===== src/rtl/op_stream_arbiter_if.sv =====
// Requester command/word handshakes plus the data_interface drive, shared by the
// op_stream_arbiter and whatever sits on either side of it.
interface op_stream_arbiter_if #(
  parameter int unsigned NREQ  = 2,
  parameter int unsigned LEN_W = 16
);
  logic [NREQ-1:0]       req_valid;
  logic [NREQ*LEN_W-1:0] req_len;
  logic [NREQ*LEN_W-1:0] req_exp;
  logic [NREQ*32-1:0]    word_data;
  logic [NREQ-1:0]       word_valid;
  logic [NREQ-1:0]       word_ready;
  logic [NREQ-1:0]       grant;
  logic [NREQ-1:0]       done;
  logic [31:0]           iface_data;
  logic                  iface_enable;

  // Arbiter side.
  modport slave (
    input  req_valid, req_len, req_exp, word_data, word_valid,
    output word_ready, grant, done, iface_data, iface_enable
  );

  // Requesters and data_interface side.
  modport master (
    output req_valid, req_len, req_exp, word_data, word_valid,
    input  word_ready, grant, done, iface_data, iface_enable
  );
endinterface


===== src/rtl/op_stream_arbiter.sv =====
// Round-robin batch arbiter that frames each granted batch (optional expected-output
// header, op-count header, op/data words) onto the single data_interface port.
module op_stream_arbiter #(
  parameter int unsigned NREQ  = 2,
  parameter int unsigned LEN_W = 16
) (
  input logic                clk,
  input logic                clear,
  input logic                enable,
  op_stream_arbiter_if.slave bus
);

  typedef enum logic [2:0] {
    StIdle,
    StHdrExp,
    StHdrCnt,
    StStream,
    StDone
  } state_e;

  localparam logic [NREQ-1:0] GrantOne = {{(NREQ-1){1'b0}}, 1'b1};

  state_e           state_q;
  logic [NREQ-1:0]  grant_q;
  logic [NREQ-1:0]  done_q;
  logic [31:0]      iface_data_q;
  logic             iface_enable_q;
  logic [LEN_W:0]   words_left_q;
  logic             last_grant_q;
  logic [LEN_W-1:0] len_q;
  logic [LEN_W-1:0] exp_q;

  logic             winner;
  logic [LEN_W-1:0] win_len;
  logic [LEN_W-1:0] win_exp;
  logic [31:0]      cur_word;
  logic [NREQ-1:0]  word_ready;
  logic             handshake;

  // On a tie the requester that did not own the last batch wins.
  always_comb begin
    winner = 1'b0;
    if (bus.req_valid == 2'b11) begin
      winner = ~last_grant_q;
    end else if (!bus.req_valid[0]) begin
      winner = 1'b1;
    end
    win_len = winner ? bus.req_len[2*LEN_W-1:LEN_W] : bus.req_len[LEN_W-1:0];
    win_exp = winner ? bus.req_exp[2*LEN_W-1:LEN_W] : bus.req_exp[LEN_W-1:0];
  end

  // last_grant_q always names the current owner while a batch is in flight.
  always_comb begin
    cur_word   = last_grant_q ? bus.word_data[63:32] : bus.word_data[31:0];
    word_ready = ((state_q == StStream) && enable) ? grant_q : '0;
    handshake  = |(word_ready & bus.word_valid);
  end

  always_ff @(posedge clk) begin
    if (clear) begin
      state_q        <= StIdle;
      grant_q        <= '0;
      done_q         <= '0;
      iface_data_q   <= '0;
      iface_enable_q <= 1'b0;
      words_left_q   <= '0;
      last_grant_q   <= 1'b1;
      len_q          <= '0;
      exp_q          <= '0;
    end else begin
      done_q         <= '0;
      iface_enable_q <= 1'b0;
      iface_data_q   <= '0;
      if (enable) begin
        unique case (state_q)
          StIdle: begin
            if (|bus.req_valid) begin
              grant_q      <= GrantOne << winner;
              last_grant_q <= winner;
              len_q        <= win_len;
              exp_q        <= win_exp;
              state_q      <= (win_exp != '0) ? StHdrExp : StHdrCnt;
            end
          end
          StHdrExp: begin
            iface_data_q   <= 32'({4'h1, exp_q});
            iface_enable_q <= 1'b1;
            state_q        <= StHdrCnt;
          end
          StHdrCnt: begin
            iface_data_q   <= 32'({4'h0, len_q});
            iface_enable_q <= 1'b1;
            words_left_q   <= {len_q, 1'b0};
            state_q        <= (len_q != '0) ? StStream : StDone;
          end
          StStream: begin
            if (handshake) begin
              iface_data_q   <= cur_word;
              iface_enable_q <= 1'b1;
              words_left_q   <= words_left_q - 1'b1;
              if (words_left_q == (LEN_W+1)'(1)) begin
                state_q <= StDone;
              end
            end
          end
          StDone: begin
            done_q  <= grant_q;
            grant_q <= '0;
            state_q <= StIdle;
          end
          default: state_q <= StIdle;
        endcase
      end
    end
  end

  assign bus.word_ready   = word_ready;
  assign bus.grant        = grant_q;
  assign bus.done         = done_q;
  assign bus.iface_data   = iface_data_q;
  assign bus.iface_enable = iface_enable_q;

  assert property (@(posedge clk) $onehot0(grant_q));

endmodule


===== src/flat_wrapper.sv =====
// flat-port wrapper written by rule: the top's interface ports become plain ports
module op_stream_arbiter_flat 
#(
  parameter int unsigned NREQ  = 2,
  parameter int unsigned LEN_W = 16
)
  (clk, clear, enable, bus_req_valid, bus_req_len, bus_req_exp, bus_word_data, bus_word_valid, bus_word_ready, bus_grant, bus_done, bus_iface_data, bus_iface_enable);
  op_stream_arbiter_if #(.NREQ(NREQ), .LEN_W(LEN_W)) bus_i ();
  input logic clk;
  input logic clear;
  input logic enable;
  input wire logic [$bits(bus_i.req_valid)-1:0] bus_req_valid;
  input wire logic [$bits(bus_i.req_len)-1:0] bus_req_len;
  input wire logic [$bits(bus_i.req_exp)-1:0] bus_req_exp;
  input wire logic [$bits(bus_i.word_data)-1:0] bus_word_data;
  input wire logic [$bits(bus_i.word_valid)-1:0] bus_word_valid;
  output wire logic [$bits(bus_i.word_ready)-1:0] bus_word_ready;
  output wire logic [$bits(bus_i.grant)-1:0] bus_grant;
  output wire logic [$bits(bus_i.done)-1:0] bus_done;
  output wire logic [$bits(bus_i.iface_data)-1:0] bus_iface_data;
  output wire logic [$bits(bus_i.iface_enable)-1:0] bus_iface_enable;
  assign bus_i.req_valid = bus_req_valid;
  assign bus_i.req_len = bus_req_len;
  assign bus_i.req_exp = bus_req_exp;
  assign bus_i.word_data = bus_word_data;
  assign bus_i.word_valid = bus_word_valid;
  assign bus_word_ready = bus_i.word_ready;
  assign bus_grant = bus_i.grant;
  assign bus_done = bus_i.done;
  assign bus_iface_data = bus_i.iface_data;
  assign bus_iface_enable = bus_i.iface_enable;
  op_stream_arbiter #(.NREQ(NREQ), .LEN_W(LEN_W)) u_core (.clk(clk), .clear(clear), .enable(enable), .bus(bus_i));
endmodule

===== config.mk =====
export PLATFORM = sky130hd
export DESIGN_NAME = op_stream_arbiter_flat
export DESIGN_NICKNAME = d
export VERILOG_FILES = /design/src/rtl/op_stream_arbiter_if.sv /design/src/rtl/op_stream_arbiter.sv /design/src/flat_wrapper.sv
export SDC_FILE = /design/constraint.sdc
export NUM_CORES = 1
export LEC_CHECK = 0
export CELL_PAD_IN_SITES_DETAIL_PLACEMENT = 0
export CELL_PAD_IN_SITES_GLOBAL_PLACEMENT = 1
export CORE_MARGIN = 2
export CORE_UTILIZATION = 30
export DETAILED_ROUTE_END_ITERATION = 8
export GPL_TIMING_DRIVEN = 0
export HOLD_SLACK_MARGIN = 0.05
export PLACE_DENSITY_LB_ADDON = 0.1
export SLEW_MARGIN = 0
export SYNTH_ARGS = -nofsm -noshare
export SYNTH_HDL_FRONTEND = slang
export SYNTH_SLANG_ARGS = --single-unit

===== constraint.sdc =====
create_clock -name clk -period 2.59 [get_ports clk]
set_input_delay 0.259 -clock clk [delete_from_list [all_inputs] [get_ports clk]]
set_output_delay 0.259 -clock clk [all_outputs]
set_load 0.1 [all_outputs]

== After elaboration in Yosys (flattened, before gate mapping) ==
Cells that the tools add are included.
Cells by class
  add/sub/neg operators: 1
  reduce and logical (&&, ||, !) cells: 15
  bitwise logic cells: 4
  shift operators: 1
  mux-type cells: 20
  eq/ne operators: 9
Operators by type and width (count)
  32-bit case mux with 3 select lines: 1
  32-bit two-way mux: 2
  17-bit case mux with 2 select lines: 1
  16-bit two-way mux: 2
  16-bit nonzero test: 2
  17-bit by 1-bit equality test with 1-bit output, second input constant: 1
  17-bit two-way mux: 1
  17-bit by 1-bit subtractor with 17-bit output, second input constant: 1
  3-bit two-way mux: 4
  3-bit case mux with 4 select lines: 1
  3-bit AND reduction: 3
  2-bit OR reduction: 4
  3-bit by 2-bit equality test with 1-bit output, second input constant: 2
  2-bit two-way mux: 3
  2-bit by 1-bit inequality test with 1-bit output, second input constant: 2
  2-bit case mux with 2 select lines: 1
  4-bit AND reduction: 1
  2-bit nonzero test: 2
  3-bit by 1-bit equality test with 1-bit output, second input constant: 1
  3-bit equality test, second input constant: 1
  3-bit zero test: 1
  1-bit two-way mux: 3
  1-bit inverter: 3
  3-bit OR reduction: 1
  6 further kinds: 6
Word-level totals
  output and inout bits: 39
  input bits: 135
  word-level logic and storage cells: 59
  register bits after elaboration: 90

== Depth between registers and ports, before layout ==
Gate-level depths: netlist (run 1).
  depth in word-level cells: 7
  gate-level depth with buffers: 8

== Worst setup path after synthesis (run 1) ==
No wires, ideal clock.
  path kind: register -> register
  start: register u_core.grant_q[0] (netlist: u_core.bus.grant[0])
  end: register u_core.words_left_q[13]
  cell stages (with the launch flop): 5
  data required time: 2.519 ns
  arrival: 2.194 ns
  slack: 0.325 ns
  path through: dfxtp_1 > a22o_1 > o2111ai_1 > or4_1 > a21oi_1
On the way
  cells in the longest elaborated chain, start to end: 5
Ends and longest elaborated chain
  start: declaration: RTL line op_stream_arbiter.sv:24  | logic [NREQ-1:0] grant_q;
  start signal: assignment: RTL line op_stream_arbiter.sv:78  | grant_q <= GrantOne << winner;
  2-bit two-way mux: RTL line op_stream_arbiter.sv:55  | word_ready = ((state_q == StStream) && enable) ? grant_q : '0;
  2-bit AND: RTL line op_stream_arbiter.sv:56  | handshake = |(word_ready & bus.word_valid);
  2-bit OR reduction: RTL line op_stream_arbiter.sv:56
  2-bit by 1-bit inequality test with 1-bit output (no line)
  3-bit AND reduction (no line)
  end signal: assignment: RTL line op_stream_arbiter.sv:93  | words_left_q <= {len_q, 1'b0};
  end signal: assignment: RTL line op_stream_arbiter.sv:100  | words_left_q <= words_left_q - 1'b1;
  end: declaration: RTL line op_stream_arbiter.sv:28  | logic [LEN_W:0] words_left_q;
Every way passes these cells.
A chain may end at the register's enable or synchronous reset.

== Final worst setup path (run 1) ==
  start: input enable
  end: output bus_word_ready[0]
On the way
  cells in the longest elaborated chain, start to end: 2
Ends and longest elaborated chain
  start: declaration: RTL line flat_wrapper.sv:11  | input logic enable;
  1-bit logical AND: RTL line op_stream_arbiter.sv:55
  2-bit two-way mux: RTL line op_stream_arbiter.sv:55
  end: declaration: RTL line flat_wrapper.sv:17  | output wire logic [$bits(bus_i.word_ready)-1:0] bus_word_ready;
Every way passes these cells.

==> metrics, run 1 <==
number of max-cap violations 0; core area about 15000 sq um; Final ANT Viol Nets 0; Root Buffer clkbuf_16; Clock Pin Slew Worst Setup and Hold Paths roughly 70 ps; initial DRC count between 300 and 400; Hold Crit Class input port to flip-flop; Antenna Cells 0; fin util a little under half; Setup-failing EPs final 0; Tot GR Track Use 21.15%; share of total power in sequential cells between 40 and 50%; # IOs around 170; worst-path cell chain clkdlybuf4s50_1 -> and4b_1 -> and2_1 -> clkdlybuf4s15_2; post-synth top area share between 40% and 50%; #FFs+latches synth 90; cell leakage power around 2.5 nW; port bufs 172; fin crit share 91.80%; Clk pwr share 36.6%; Combinational Power Share 20.6%; critical path class input port to output pin; hold-fix buffers at CTS 0; Syn Nets around 670; ys flop type dfxtp_1; WL/cell between 15 and 20 um; max_slew headroom 30.39%; largest family of logic cells by synthesized area simple AND/OR/NAND/NOR gates; WL final 17.23 mm; post-synthesis adder-cell area fraction less than 1%; vias post-DR 4818; total chip power between 3 and 4 mW; Final Slew Violations 0; Unique masters post-synth 63; initial antenna violation count 0; drt first pass iters 5; Max Fclk 0.4206 GHz; die area approximately 16000 sq um; post-CTS setup buffer count 0; GR Util met3 under 10%; mux cell area share after synthesis 7.832%; CTS HTree Levels 3; outcome finished clean; clk buf depth 2; Synth Area in XOR/XNOR 0%; Sw Share roughly 28%; GPL Wtd Cong 0.8957; NetSw 1.020 mW; Post-Synth Simple-Gate Area between 20% and 30%; skew final 8.810 ps; Area growth, synth to finish 50.00%; Synth area leaders dfxtp_1, nor2_1, nand2_1, mux2_2, a222oi_1; Ys Warns 0; CP delay by family, top buffers and inverters; register area share after synthesis about 40%; buffers plus inverters on the worst setup path 2; Final #Nets between 800 and 900; GRT busiest layer met2; remaining global-route overflow 0; Global Route met2 Usage 33.36%; slowest cell delay on critical path slightly below 800 ps; worst skew pair latency around 350 ps; Worst-Margin Slew ~1000 ps; Netlist Area Pre-Place 4489 sq um; Fin Hold WS between 300 and 400 ps; die width around 130 um; unrepaired setup endpoints after global routing no; CTS Buf Count 9; DRC viols 0; Async SR Flop Fraction 0%; largest net degree at the start of global routing 15; Slowest cell on crit path clkdlybuf4s50_1; Starting Density a little under a third; Worst EP arrival 2120 ps; first-pass GRT wire length 26.08 mm; crit start category input port; cell taking the most area after synthesis dfxtp_1; CTS tree done; Worst Setup End Kind output pin; Post-Synthesis Cells ~530; Final Hold Viols 0; largest fanout on the critical path 11; Cell Int Power 2.601 mW; VDD IR-drop max between 300 and 400 uV; GRT met1 Usage between 20 and 30%; Post-synth EDFFs 0; proportion of layout cells with a drive suffix above 1 roughly a tenth; FP Rows 44; Die Span Y around 130 um; DP HPWL approximately 13 mm; syn_area_per_cell between 8 and 9 sq um; Synth Area in Compound Gates between 20% and 30%; power per cell area around 540 nW/um^2; min cycle time layout about 2400 ps; Vias/cell ~5.3; vias in the first global route about 4700; Post-synth top cells nor2_1, dfxtp_1, nand2_1; Placement Setup Slack -524.6 ps; Worst Path Required roughly 2300 ps; most frequent cell after synthesis nor2_1; worst setup margin between 200 and 250 ps; clock sink total 90
==> routing by layer <==
| layer | vias to the layer above | routed length (um) |
|---|---|---|
| met5 | - | 0 |
| met1 | 2260 | 7753 |
| met4 | 0 | 417 |
| li1 | 2317 | - |
| met3 | 27 | 1349 |
| met2 | 214 | 7708 |
==> worst paths after layout <==
| check | start | endpoint | slack (ps) | depth (start not counted) |
|---|---|---|---|---|
| worst max-delay path | enable | bus_word_ready[0] | 210 | 4 |
| worst min-delay path | clear | u_core.words_left_q[9] | 400 | 3 |
| worst max register to register | u_core.state_q[0] | u_core.words_left_q[3] | 470 | 6 |
| worst min register to register | u_core.exp_q[5] | u_core.exp_q[5] | 510 | 2 |
==> through the flow <==
stage                     std cells  instance area (sq um)  TNS [ps]
final                           901                   6734         0
after global routing            901                   6734         0
after CTS                       902                   6738         0
after detailed placement        887                   6441     -1047
after global placement          887                   6441     -1020
after floorplan                 531                   4489         0
==> flip-flops by register name, indices dropped and copies added (netlist names) <==
| name | count |
|---|---|
| u_core.bus.iface_data | 32 |
| u_core.words_left_q | 17 |
| u_core.bus.grant | 2 |
| u_core.exp_q | 16 |
| u_core.state_q | 3 |
| u_core.bus.done | 2 |
| u_core.last_grant_q | 1 |
| u_core.bus.iface_enable | 1 |
| u_core.len_q | 16 |
==> layout by cell type, fill, tap and decap left out, types with 3 or more instances in the layout <==
cell type and instances:
nand2_1 52, a21o_1 3, o32ai_1 4, nand2b_1 6
buf_4 7, or3_1 3, o21ai_0 13, clkbuf_1 22
a21oi_1 24, a311oi_1 16, mux2i_1 16, and2_1 5
a2111oi_1 14, o211ai_1 3, nor3_1 7, mux2_2 17
nor3_4 5, clkdlybuf4s50_1 170, nand3_1 3, buf_2 13
dfxtp_1 90, inv_1 4, clkbuf_16 9, a222oi_1 16
nor4_1 14, nand4_1 7, nor2_1 114, a22oi_1 3
a211oi_1 3
==> power by group through the flow <==
stage	Combinational [mW]	Clock, mW	Sequential [mW]
floorplan	0.378	0	1.56
global placement	0.740	0	1.58
detailed placement	0.743	0	1.58
CTS	0.747	1.35	1.55
global route	0.811	1.40	1.56
finish	0.746	1.32	1.55
==> timing repair <==
item,CTS,global route
endpoints found under the hold margin,0,0
resized for setup,6,0
endpoints found under the setup margin,2,1
gates cloned,0,0
==> worst min-delay path, delay by kind of cell <==
family | cells | cell delay (ps)
AO/OA/AOI/OAI | 1 | 90
buffers and inverters | 1 | 160
AND/OR/NAND/NOR | 1 | 180
==> area by class of cell <==
| type | instances | area [sq um] |
|---|---|---|
| clock buffer | 11 | 242.7 |
| sequential | 90 | 1802 |
| fill | 1461 | 7855 |
| buffer | 41 | 196.4 |
| multi-input combinational | 392 | 2461 |
| inverter | 7 | 26.28 |
| timing repair buffer | 172 | 1724 |
| clock inverter | 4 | 51.30 |
| tap | 184 | 230.2 |
==> kinds of logic after synthesis <==
kind of cell               Yosys count
buffers and inverters               49
DFF                                 90
AOI/OAI and AO/OA                  120
and+or+nand+nor                    237
adders and majority gates            2
muxes                               33
No activity file was read; power rests on OpenSTA's default activity.
==> inputs of run 2 (changes only) <==
--- a/config.mk
+++ b/config.mk
@@ -9,6 +9,7 @@
 export CELL_PAD_IN_SITES_GLOBAL_PLACEMENT = 1
 export CORE_MARGIN = 2
 export CORE_UTILIZATION = 30
+export CTS_CLUSTER_SIZE = 24
 export DETAILED_ROUTE_END_ITERATION = 8
 export GPL_TIMING_DRIVEN = 0
 export HOLD_SLACK_MARGIN = 0.05
==> results of run 2 <==
Same layout as run 1: the final DEF is identical, and so are final timing and power.
==> RTL change 1: new RTL, settings of run 1 <==
`LEN_W` is set to 16 in 3 places; all go to 8.
--- a/src/rtl/op_stream_arbiter_if.sv
+++ b/src/rtl/op_stream_arbiter_if.sv
@@ -3,5 +3,5 @@
 interface op_stream_arbiter_if #(
   parameter int unsigned NREQ  = 2,
-  parameter int unsigned LEN_W = 16
+  parameter int unsigned LEN_W = 8
 );
   logic [NREQ-1:0]       req_valid;
--- a/src/rtl/op_stream_arbiter.sv
+++ b/src/rtl/op_stream_arbiter.sv
@@ -3,5 +3,5 @@
 module op_stream_arbiter #(
   parameter int unsigned NREQ  = 2,
-  parameter int unsigned LEN_W = 16
+  parameter int unsigned LEN_W = 8
 ) (
   input logic                clk,
--- a/src/flat_wrapper.sv
+++ b/src/flat_wrapper.sv
@@ -3,5 +3,5 @@
 #(
   parameter int unsigned NREQ  = 2,
-  parameter int unsigned LEN_W = 16
+  parameter int unsigned LEN_W = 8
 )
   (clk, clear, enable, bus_req_valid, bus_req_len, bus_req_exp, bus_word_data, bus_word_valid, bus_word_ready, bus_grant, bus_done, bus_iface_data, bus_iface_enable);
Ports: changed (resized bus_req_exp and bus_req_len); port bits go from 174 to 142. No check against the original RTL was run, so the function may have changed too.
==> RTL change 1 against run 1 <==
- sequential share of layout area rose by 0.33 points
- wire length fell by 41%
- die area fell by 30%
- setup slack improved by 200 ps
- clock skew fell by 2.6 ps
- global-route usage fell by 2.7 points
- area after synthesis fell by 31%
- design area fell by 28%
- synthesized cell count fell by 35%
- sequential cell count fell by 24
- total power fell by 28%
- first-iteration DRC count fell by 49%
- sequential power fell by 29%
- critical path type is now register to output port
- largest cell class unchanged
- largest power group unchanged
- highest routed layer unchanged
==> RTL change 1: results <==
group,metric,value,unit
run_status,status,"finished, final reports clean",
placement,io_buffers,140,
grt,grt_pass1_vias,3046,
timing,finClkSkew,6.244,ps
cells_and_area,drive_gt1_frac,0.07769,
synthesis,ys_types,56,
synthesis,seq_area_frac_synth,0.4272,
placement,place_ws,-234.0,ps
cells_and_area,nets,602,
synthesis,syn_avg_cell_area,8.913,um^2
grt,grt_usage,0.1848,
synthesis,synthesis.nets,452,
synthesis,synth_area_leaders,"dfxtp_1, mux2i_1, nor2_1",
placement,dpl_cell_area,4664,um^2
placement,hpwlAfterDp,7880,um
power_and_ir_drop,vdd_drop_max,0.2126,mV
synthesis,async_flop_share,0,
grt,grt_pass1_wl,16080,um
placement,gp_congestion,0.8206,
power_and_ir_drop,cellLeakagePower,1.889,nW
clock_network,clk-insertion-delay-late,340,ps
setup_path,critPathMaxStageDelay,1160,ps
clock_network,cts_root_buffer,"clkbuf_8",
cells_and_area,n_fill_cell,1030,
detailed_routing,drt_iter0_drc,161,
placement,place_inst,623,
timing,slew_headroom,0.3304,
detailed_routing,wl_per_cell,16.02,um
cells_and_area,fin_cells,638,
synthesis,ys_top_cells_by_count,"dfxtp_1, nor2_1, mux2i_1",
setup_path,arrival,1910,ps
detailed_routing,via_per_inst,4.850,
grt,grt_max_degree,13,
setup_path,path_max_fanout,6,
==> RTL change 1: cell count changes after synthesis, moves of 7 or more <==
cell	before	now
mux2i_1	16	32
a2111oi_1	14	0
buf_4	7	0
dfxtp_1	90	66
nand3_1	3	13
a222oi_1	16	7
a311oi_1	16	8
a21oi_1	24	12
o22a_1	0	8
mux2_2	17	0
nor4_1	14	6
nand2_1	52	16
nor2_1	114	59
==> RTL change 1: cell families (layout without fill, tap and decap cells) <==
kind of cell | Yosys count | after routing | share of synthesized area
simple gates | 128 | 128 | 0.2043
compound gates | 84 | 84 | 0.2100
flops | 66 | 66 | 0.4272
buf+inv | 35 | 190 | 0.04693
mux | 32 | 32 | 0.1036
fa+ha+maj | 2 | 2 | 0.008089
==> RTL change 1: cell type report <==
class | count | area [um^2] | share of cell area
clock inverters | 6 | 88.84 | 0.01821
flip-flops and latches | 66 | 1321 | 0.2709
plain buffers | 26 | 111.4 | 0.02283
repair buffers | 140 | 1391 | 0.2853
clock buffers | 10 | 137.6 | 0.02822
multi-input cells | 246 | 1627 | 0.3335
well taps | 136 | 170.2 | 0.03489
inverters | 8 | 30.03 | 0.006157
==> RTL change 1: routing by layer <==
metal  wire (um)  part of all wire  up-vias  track usage
li1            -                 -     1579            -
met1        4498              0.44     1429       0.2348
met2        5067              0.50       76       0.3147
met3         492             0.048       10      0.03278
met4         161             0.016        0      0.06391
met5           0                 0        -            0
==> RTL change 1: worst reg2reg max path, cell delays in order (launching register included) <==
cell and delay [ps]:
dfxtp_1 300, buf_2 160, and3b_1 210, buf_2 290
nand3_1 170, or2_2 320, clkbuf_1 150, buf_2 210
nor2_1 140
==> RTL change 1: power by group <==
group / internal, mW / switching (mW) / total, mW
Combinational: 0.275 / 0.253 / 0.528
Clock: 0.570 / 0.426 / 0.996
Sequential: 1.05 / 0.0414 / 1.10
Total: 1.90 / 0.720 / 2.62
==> RTL change 1: worst paths after layout <==
kind	from	to	slack [ps]	cells after the start
max reg2reg	u_core.state_q[2]	u_core.bus.iface_data[20]	580	8
min	bus_req_valid[0]	u_core.last_grant_q	470	4
min reg2reg	u_core.words_left_q[1]	u_core.words_left_q[1]	490	2
max	u_core.bus.grant[1]	bus_grant[1]	420	1
==> RTL change 1: timing repair <==
action                                  in CTS  in global routing
hold buffers                                 0                  0
gates resized for setup                     10                  0
endpoints found under the setup margin       2                  2
==> RTL change 2: new RTL, config.mk and constraints of run 1 <==
Made on the original files. Re-encode `state_e` (5 states) as Gray code, 3 bits wide.
--- a/src/rtl/op_stream_arbiter.sv
+++ b/src/rtl/op_stream_arbiter.sv
@@ -12,9 +12,9 @@
 
   typedef enum logic [2:0] {
-    StIdle,
-    StHdrExp,
-    StHdrCnt,
-    StStream,
-    StDone
+    StIdle   = 3'b000,
+    StHdrExp = 3'b001,
+    StHdrCnt = 3'b011,
+    StStream = 3'b010,
+    StDone   = 3'b110
   } state_e;
 
Function: no difference found for any inputs over 4 cycles, from zero or initial values; so few cycles prove little.
==> RTL change 2 against run 1 <==
- wire length shrank 1.8%
- via count up 0.79%
- worst hold slack lost 160 ps
- sequential cell count unchanged
- non-clock buffer count increased by 5
- register-to-register slack better by 90 ps
- total power rose by 1.6%
- count of clock-buffer cells in the layout unchanged
- highest routed layer unchanged
- die area grew 1.2%
- area after synthesis increased by 1.2%
- setup slack lost 57 ps
- clock power is 8% higher
- final cell count down 0.11%
- design area increased by 1.2%
==> RTL change 2: results <==
group,metric,value,unit
setup_path,arrival,2180,ps
setup_path,critPathMaxStageDelay,850,ps
placement,place_inst,884,
hold_path,min_to,"u_core.bus.iface_enable",
detailed_routing,finalWirelength,16920,um
placement,hpwlAfterDp,13360,um
synthesis,synth_area_leaders,"dfxtp_1, nor2_1, mux2_2",
detailed_routing,firstDrtPassIters,8,
placement,dpl_cell_area,6495,um^2
synthesis,synthesis.nets,665,
power_and_ir_drop,vdd_drop_max,0.3426,mV
setup_path,reg2reg_from,"u_core.words_left_q[0]",
setup_path,path_max_fanout,10,
setup_path,r2r_end,"u_core.words_left_q[14]",
hold_path,hp-start,"enable",
setup_path,r2r_setup_slack,560,ps
synthesis,synth.area.mux_share,0.08207,
timing,fin_worst_hold_slack,231.1,ps
placement,gp_congestion,0.8839,
timing,worst_pin_slew,1023,ps
grt,grt_usage,0.2075,
cells_and_area,n_fill_cell,1460,
detailed_routing,vias,4856,
power_and_ir_drop,cellLeakagePower,2.525,nW
cells_and_area,drive_gt1_frac,0.1047,
synthesis,seq_area_frac_synth,0.3966,
synthesis,ys_top_cells_by_count,"nor2_1, dfxtp_1, nand2_1",
synthesis,ys_types,64,
grt,grt_pass1_wl,25990,um
setup_path,crit_slowest_cell,"dlygate4sd2_1",
run_status,status,"finished, final reports clean",
synthesis,synth_compound_area_frac,0.1936,
synthesis,syn_avg_cell_area,8.604,um^2
timing,finClkSkew,4.778,ps
==> RTL change 2: timing repair <==
action / CTS / global route
endpoints found under the hold margin: 0 / 0
resized for setup: 2 / 0
setup buffers: 0 / 0
setup endpoints to repair: 2 / 0
==> RTL change 2: final cells by class <==
type	instances	area share
clock inverters	5	0.01139
multi-input cells	384	0.3616
repair buffers	172	0.2523
clock buffers	11	0.03563
flip-flops and latches	90	0.2645
plain buffers	46	0.03636
inverters	8	0.004408
well taps	184	0.03379
==> RTL change 2: logic make-up after synthesis <==
| family | after synthesis |
|---|---|
| simple gates | 235 |
| compound gates | 112 |
| flops | 90 |
| buf+inv | 54 |
| mux | 35 |
| fa+ha+maj | 2 |
==> RTL change 2: layer usage <==
metal / global-route usage / vias up / part of all wire
li1: - / 2320 / -
met1: 0.2671 / 2334 / 0.44
met2: 0.3435 / 174 / 0.48
met3: 0.05067 / 28 / 0.060
met4: 0.06658 / 0 / 0.019
met5: 0 / - / 0
==> RTL change 2: report_power, final <==
group	internal [mW]	total, mW	switching [mW]
registers	1.45	1.53	0.0783
clock network	0.869	1.42	0.552
logic	0.371	0.728	0.357
total	2.69	3.68	0.988
==> RTL change 2: critical path: cells and delay by family, from the launching register on <==
kind                   cells  cell delay (ps)
DFF                        1              360
buffers and inverters      2             1040
and+or+nand+nor            2              430
==> RTL change 2: worst max path at each step <==
stage	from	end	slack, ps	depth (start not counted)
3_5_place_dp	clear	u_core.bus.iface_data[27]	110	6
6_report	u_core.state_q[1]	bus_word_ready[0]	160	4
2_1_floorplan	u_core.bus.grant[0]	u_core.words_left_q[11]	380	5
4_1_cts	u_core.state_q[1]	bus_word_ready[0]	120	4
5_1_grt	u_core.state_q[1]	bus_word_ready[1]	60	4
3_3_place_gp	clear	u_core.bus.iface_data[25]	100	6
